**src/rtl/fetch_pkg.sv**
```systemverilog
// fetch_pkg: shared constants, FSM encoding and prefetch entry type for the fetch stage.
package fetch_pkg;
    localparam logic [31:0] NOP = 32'h0;
    localparam int DEFAULT_DEPTH = 4;
    localparam logic [31:0] DEFAULT_RESET_PC = 32'h0000_0000;
    localparam logic [0:0] FETCH = 1'b0;
    localparam logic [0:0] DRAIN = 1'b1;
    typedef struct packed {
        logic [31:0] pc;
        logic [31:0] instr;
    } fetchEntry_t;
    function automatic logic [31:0] wordAlign(input logic [31:0] addr);
        return addr & ~32'h3;
    endfunction
endpackage

```
**src/rtl/instr_fetch_stage_if.sv**
```systemverilog
// instr_fetch_stage_if: request/grant plus in-order response bus between fetch and instruction memory.
interface instr_fetch_stage_if;
    logic        MemReq;
    logic [31:0] MemAddr;
    logic        MemGnt;
    logic        MemRespValid;
    logic [31:0] MemRespData;
    modport master (output MemReq, MemAddr, input MemGnt, MemRespValid, MemRespData);
    modport slave (input MemReq, MemAddr, output MemGnt, MemRespValid, MemRespData);
endinterface

```
**src/rtl/fetch_fifo.sv**
```systemverilog
// fetch_fifo: synchronous prefetch FIFO of {pc, instr} entries; flush empties it in one cycle.
module fetch_fifo import fetch_pkg::*; #(
    parameter int DEPTH = DEFAULT_DEPTH
) (
    input  logic                    Clk,
    input  logic                    Reset,
    input  logic                    push,
    input  logic                    pop,
    input  logic                    flush,
    input  fetchEntry_t             entry,
    output logic                    full,
    output logic                    empty,
    output logic [$clog2(DEPTH):0]  count,
    output fetchEntry_t             head
);
    localparam int AW = $clog2(DEPTH);
    fetchEntry_t slots [DEPTH];
    logic [AW-1:0] wrPtr, rdPtr;
    assign full = count == (AW+1)'(DEPTH);
    assign empty = count == '0;
    assign head = slots[rdPtr];
    always_ff @(posedge Clk) begin
        if (push) slots[wrPtr] <= entry;
    end
    always_ff @(posedge Clk) begin
        if (Reset || flush) begin
            wrPtr <= '0;
            rdPtr <= '0;
            count <= '0;
        end else begin
            if (push) wrPtr <= wrPtr + AW'(1);
            if (pop) rdPtr <= rdPtr + AW'(1);
            count <= count + (AW+1)'(push) - (AW+1)'(pop);
        end
    end
endmodule

```
**src/rtl/instr_fetch_stage.sv**
```systemverilog
// instr_fetch_stage: PC owner feeding decode from a prefetch FIFO, with redirect and wrong-path drop.
// Defining FETCH_PERF_CNT_EN adds the FetchCount and StallCycles counters.
module instr_fetch_stage import fetch_pkg::*; #(
    parameter int          DEPTH    = DEFAULT_DEPTH,
    parameter logic [31:0] RESET_PC = DEFAULT_RESET_PC
) (
    input  logic                Clk,
    input  logic                Reset,
    instr_fetch_stage_if.master memBus,
    input  logic                Stall,
    input  logic                Redirect,
    input  logic [31:0]         RedirectPC,
`ifdef FETCH_PERF_CNT_EN
    output logic [31:0]         FetchCount,
    output logic [31:0]         StallCycles,
`endif
    output logic [31:0]         InstrOut,
    output logic [31:0]         PCOut,
    output logic                InstrValid
);
    localparam int CW = $clog2(DEPTH) + 1;
    localparam logic [CW:0] CAP = (CW+1)'(DEPTH);
    logic [31:0] pc, respPc;
    logic [CW-1:0] outstanding, drop, count, nextDrop;
    logic [0:0] state;
    logic gnt, resp, push, pop, full, empty;
    fetchEntry_t head, newEntry;
    assign gnt = memBus.MemReq && memBus.MemGnt;
    assign resp = memBus.MemRespValid;
    // Buffered plus in-flight words never exceed DEPTH, so a response always has a slot.
    assign memBus.MemReq = !Reset && !Redirect && state == FETCH
                           && ({1'b0, count} + {1'b0, outstanding}) < CAP;
    assign memBus.MemAddr = pc;
    // Responses are in order, so the oldest in-flight word sits outstanding words behind the PC.
    assign respPc = pc - (32'(outstanding) << 2);
    assign newEntry = '{pc: respPc, instr: memBus.MemRespData};
    assign push = resp && state == FETCH;
    assign pop = !empty && !Stall;
    assign nextDrop = outstanding + CW'(gnt) - CW'(resp);
    assign InstrValid = !empty;
    assign InstrOut = empty ? NOP : head.instr;
    assign PCOut = empty ? 32'h0 : head.pc;
    fetch_fifo #(.DEPTH(DEPTH)) u_fifo (
        .Clk(Clk),
        .Reset(Reset),
        .push(push),
        .pop(pop),
        .flush(Redirect),
        .entry(newEntry),
        .full(full),
        .empty(empty),
        .count(count),
        .head(head)
    );
    always_ff @(posedge Clk) begin
        if (Reset) begin
            pc <= RESET_PC;
            outstanding <= '0;
            drop <= '0;
            state <= FETCH;
        end else if (Redirect) begin
            pc <= wordAlign(RedirectPC);
            outstanding <= '0;
            if (state == FETCH) begin
                drop <= nextDrop;
                state <= nextDrop != '0 ? DRAIN : FETCH;
            end else if (resp) begin
                drop <= drop - CW'(1);
                state <= drop == CW'(1) ? FETCH : DRAIN;
            end
        end else if (state == FETCH) begin
            if (gnt) pc <= pc + 32'd4;
            outstanding <= nextDrop;
        end else if (resp) begin
            drop <= drop - CW'(1);
            if (drop == CW'(1)) state <= FETCH;
        end
    end
    always_ff @(posedge Clk) begin
        if (!Reset && push && !Redirect) assert (!full || pop);
    end
`ifdef FETCH_PERF_CNT_EN
    always_ff @(posedge Clk) begin
        if (Reset) begin
            FetchCount <= '0;
            StallCycles <= '0;
        end else begin
            if (pop) FetchCount <= FetchCount + 32'd1;
            if (!empty && Stall) StallCycles <= StallCycles + 32'd1;
        end
    end
`endif
endmodule

```
**src/flat_wrapper.sv**
```systemverilog
// flat-port wrapper written by rule: the top's interface ports become plain ports
module instr_fetch_stage_flat import fetch_pkg::*;
#(
    parameter int          DEPTH    = DEFAULT_DEPTH,
    parameter logic [31:0] RESET_PC = DEFAULT_RESET_PC
)
  (Clk, Reset, Stall, Redirect, RedirectPC, InstrOut, PCOut, InstrValid, memBus_MemReq, memBus_MemAddr, memBus_MemGnt, memBus_MemRespValid, memBus_MemRespData);
  instr_fetch_stage_if memBus_i ();
  input  logic Clk;
  input  logic Reset;
  input  logic Stall;
  input  logic Redirect;
  input  logic [31:0] RedirectPC;
  output logic [31:0] InstrOut;
  output logic [31:0] PCOut;
  output logic InstrValid;
  output wire logic [$bits(memBus_i.MemReq)-1:0] memBus_MemReq;
  output wire logic [$bits(memBus_i.MemAddr)-1:0] memBus_MemAddr;
  input wire logic [$bits(memBus_i.MemGnt)-1:0] memBus_MemGnt;
  input wire logic [$bits(memBus_i.MemRespValid)-1:0] memBus_MemRespValid;
  input wire logic [$bits(memBus_i.MemRespData)-1:0] memBus_MemRespData;
  assign memBus_MemReq = memBus_i.MemReq;
  assign memBus_MemAddr = memBus_i.MemAddr;
  assign memBus_i.MemGnt = memBus_MemGnt;
  assign memBus_i.MemRespValid = memBus_MemRespValid;
  assign memBus_i.MemRespData = memBus_MemRespData;
  instr_fetch_stage #(.DEPTH(DEPTH), .RESET_PC(RESET_PC)) u_core (.Clk(Clk), .Reset(Reset), .memBus(memBus_i), .Stall(Stall), .Redirect(Redirect), .RedirectPC(RedirectPC), .InstrOut(InstrOut), .PCOut(PCOut), .InstrValid(InstrValid));
endmodule
```
**config.mk**
```make
export PLATFORM = sky130hd
export DESIGN_NAME = instr_fetch_stage_flat
export DESIGN_NICKNAME = d
export VERILOG_FILES = /design/src/rtl/fetch_pkg.sv /design/src/rtl/instr_fetch_stage_if.sv /design/src/rtl/fetch_fifo.sv /design/src/rtl/instr_fetch_stage.sv /design/src/flat_wrapper.sv
export SDC_FILE = /design/constraint.sdc
export NUM_CORES = 1
export LEC_CHECK = 0
export BUFFER_PORTS_ARGS = -buffer_cell sky130_fd_sc_hd__buf_2
export CAP_MARGIN = 20
export CORE_MARGIN = 2
export CORE_UTILIZATION = 45
export DETAILED_ROUTE_END_ITERATION = 8
export GPL_TIMING_DRIVEN = 0
export SLEW_MARGIN = 20
export SYNTH_ARGS = -nofsm -noshare
export SYNTH_HDL_FRONTEND = slang
export SYNTH_SLANG_ARGS = --single-unit
```
**constraint.sdc**
```tcl
create_clock -name Clk -period 8.23 [get_ports Clk]
set_input_delay 0.4115 -clock Clk [delete_from_list [all_inputs] [get_ports Clk]]
set_output_delay 0.4115 -clock Clk [all_outputs]
set_load 0.05 [all_outputs]
```
==> impl_metrics.tcl <==
set metrics [dict create \
    vias 7662 \
    nets 1120 \
    yosys_warnings 0 \
    final.setup_skew_ps 12.97 \
    synth_compound_area_share_pct 4.100 \
    antenna_found_initial 0 \
    synthSimpleGateAreaFrac_pct 10.80 \
    critPathKind "register to register" \
    drive_gt1_share_pct 30.78 \
    setup_tns_ps 0 \
    met2_usage_pct 31.08 \
    synth_edf_count 248 \
    slowest_stage "a311oi_1" \
    relSlewSlack_pct 36.82 \
    cp_slowest_stage_delay_ps 540 \
    diodes 0 \
    setup_viol 0 \
    placeableCoreArea_mm2 0.02786 \
    htree_levels 2 \
    wl_mm 28.14 \
    die_h_um 172.4 \
    post_cts_buffers 0 \
    netlist_area_mm2 0.01276 \
    drc 0 \
    syn_avg_cell_area_um2 15.42 \
    utilization_pct 55.07 \
    fillerInstances 2307 \
    grt_usage_pct 19.18 \
    die_area_mm2 0.02971 \
    crit_required_ps 8660 \
    synthMuxAreaShare_pct 11.29 \
    drtIter0Drc 512 \
    p_leak_nw 5.498 \
    post-route-min-period_ps 3630 \
    area_delta_synth_final_pct 20.27 \
    die_w_um 172.4 \
    ys_seq_area_share_pct 65.60 \
    firstDrtPassIters 7 \
    power_switching_uw 981.9 \
    final_area_mm2 0.01534 \
    async_flop_share_pct 0 \
    status "finished clean" \
    worstSkewPairLatency_ps 500 \
    holdBufCountCts 0 \
    hold_class "input port to register" \
    ys_ff_latch 294 \
    drv_cap 0 \
    comb_power_share_pct 14.0 \
    postSynthCellCount 827 \
    met1_usage_pct 26.61 \
    place_area_mm2 0.01415 \
    finalHoldViolCount 0 \
    yosys.area_share.adder_pct 2.040 \
    dp_hpwl_mm 19.08 \
    busiest_layer "met2" \
    synth_top_family_by_area "multiplexers" \
    antenna_left 0 \
    path_cells "ha_1, a311oi_1, nand3_1, clkinv_1, buf_2, ha_1, inv_1, fa_1, xor2_1, xnor2_1, or3_1, a21oi_1" \
    ys.flop_type "edfxtp_1" \
    placed_cells 1373 \
    slew_viol_final 0 \
    cts_tree "built" \
    rows 61 \
    cp_max_fo 10 \
    first_global_vias 7613 \
    grt_max_degree 40 \
    sw_frac_of_total_pct 25.69 \
    grt_pass1_wl_mm 42.86 \
    via_per_inst 5.343 \
    clkSinkCount 294 \
    fmaxAchievable_mhz 275.5 \
    rsz0062_at_grt "false" \
    pwr-share-seq_pct 45.1 \
    num_io_pins 168 \
    grt-ovfl-total 0 \
    crit_path_start_kind "register" \
    place_congestion 0.8431 \
    portBuffers 160 \
    path_common_cell "ha_1" \
    synthXorXnorAreaFrac_pct 3.188 \
    clockPowerShare_pct 41.0 \
    start_util_pct 45.79 \
    p_per_area_mw_per_mm2 249.1 \
    cts.reportedPaths.clkPinSlew_ps 60 \
    clockBufferDepth 3 \
    p_int_mw 2.839 \
    fin_cells 1434 \
    cts_root_buf "clkbuf_16" \
    avgRoutedWirePerCell_um 19.63 \
    peakVddDrop_mv 0.1417 \
    synth_cell_types 61 \
    fin_crit_sh_pct 44.11 \
    hold_ws_ps 125.4 \
    cts_buffers 34 \
    critPathArrivalTime_ps 4060 \
    worst_pin_slew_ps 943.4 \
    crit_path_end_kind "register" \
    use_met3_pct 3.891 \
    post_cts_resize_count 0 \
]
==> power by group through the flow <==
stage               Sequential [mW]  Combinational [mW]  Clock, mW
finish                         1.72               0.533       1.57
global route                   1.73               0.579       1.66
CTS                            1.72               0.540       1.59
detailed placement             1.75               0.538          0
global placement               1.76               0.528          0
floorplan                      1.78               0.357          0
==> metal layers <==
| metal | vias to the layer above | wire length, um |
|---|---|---|
| li1 | 3570 | - |
| met1 | 3791 | 12430 |
| met2 | 274 | 13480 |
| met3 | 27 | 1849 |
| met4 | 0 | 386 |
| met5 | - | 0 |
==> through the flow <==
stage | total power [mW] | setup slack, ps
global placement | 2.284 | 3974
floorplan | 2.134 | 5246
global route | 3.961 | 4260
detailed placement | 2.292 | 4591
CTS | 3.855 | 4569
finish | 3.821 | 4600
==> layout by cell type (no fill, tap or decap), drive strengths merged, types with 6 or more instances in the layout <==
cell    count
clkbuf     84
nand3      12
xnor2      24
xor2       19
nand4      15
and4        6
o21ai       9
mux4       62
nor2b      67
clkinv      7
nor4        9
buf       184
a31oi      10
nor3       11
nand2      31
o211ai      7
dfxtp      46
inv        29
edfxtp    248
a211oi      9
nor2       47
a21oi      18
and2       11
ha         16
==> worst paths after layout <==
| check | start | end | slack (ps) | cells past startpoint |
|---|---|---|---|---|
| hold reg to reg | u_core.u_fifo.rdPtr[1] | register | 530 | 2 |
| setup / recovery | u_core.outstanding[1] | u_core.drop[2] | 4600 | 12 |
| hold / removal | memBus_MemRespData[15] | u_core.u_fifo.slots[1][15] | 130 | 1 |
| setup reg to reg | u_core.outstanding[1] | u_core.drop[2] | 4600 | 12 |
==> final cells by class <==
type | instances | area (um^2) | share of cell area, %
Clock buffer | 43 | 948.4 | 6.182
Timing Repair Buffer | 165 | 895.9 | 5.840
Inverter | 26 | 97.59 | 0.6362
Buffer | 60 | 279.0 | 1.819
Clock inverter | 18 | 241.5 | 1.574
Multi-Input combinational cell | 450 | 4038 | 26.32
Sequential cell | 294 | 8368 | 54.55
Tap cell | 378 | 473.0 | 3.083
==> registers in the layout, summed over array words and instances, names as in the netlist, named ones only <==
signal and count:
u_core.u_fifo.rdPtr 2, u_core.memBus.MemAddr 30, u_core.u_fifo.slots 248, u_core.state 1
u_core.u_fifo.wrPtr 2, u_core.drop 3, u_core.outstanding 3, u_core.u_fifo.count 3
==> synth_stat cells (9+ instances only) <==
master | instances | area (um^2)
nand2_1 | 27 | 101.4
edfxtp_1 | 248 | 7447
dfxtp_1 | 46 | 920.9
nor2b_1 | 67 | 419.2
a211oi_1 | 9 | 67.56
buf_2 | 10 | 50.05
mux4_2 | 62 | 1396
a31oi_1 | 10 | 62.56
xnor2_1 | 20 | 175.2
ha_1 | 16 | 200.2
nor3_1 | 9 | 45.04
clkbuf_1 | 38 | 142.6
nand4_1 | 15 | 93.84
and2_1 | 10 | 62.56
nor2_1 | 47 | 176.4
nand3_1 | 12 | 60.06
o21ai_0 | 9 | 45.04
a21oi_1 | 18 | 90.09
xor2_1 | 19 | 166.4
inv_1 | 25 | 93.84
==> worst max-delay path: cells and delay by family (launching register included) <==
kind / cells / cell delay (ps)
compound gates: 2 / 680
fa+ha+maj: 3 / 860
xor+xnor: 2 / 310
flops: 1 / 510
buf+inv: 3 / 610
simple gates: 2 / 600
==> kinds of logic after synthesis <==
kind of cell	Yosys count
buf+inv	86
mux	66
compound gates	77
xor+xnor	43
simple gates	241
flops	294
other cells	1
fa+ha+maj	19
No activity file was read; power rests on OpenSTA's default activity.
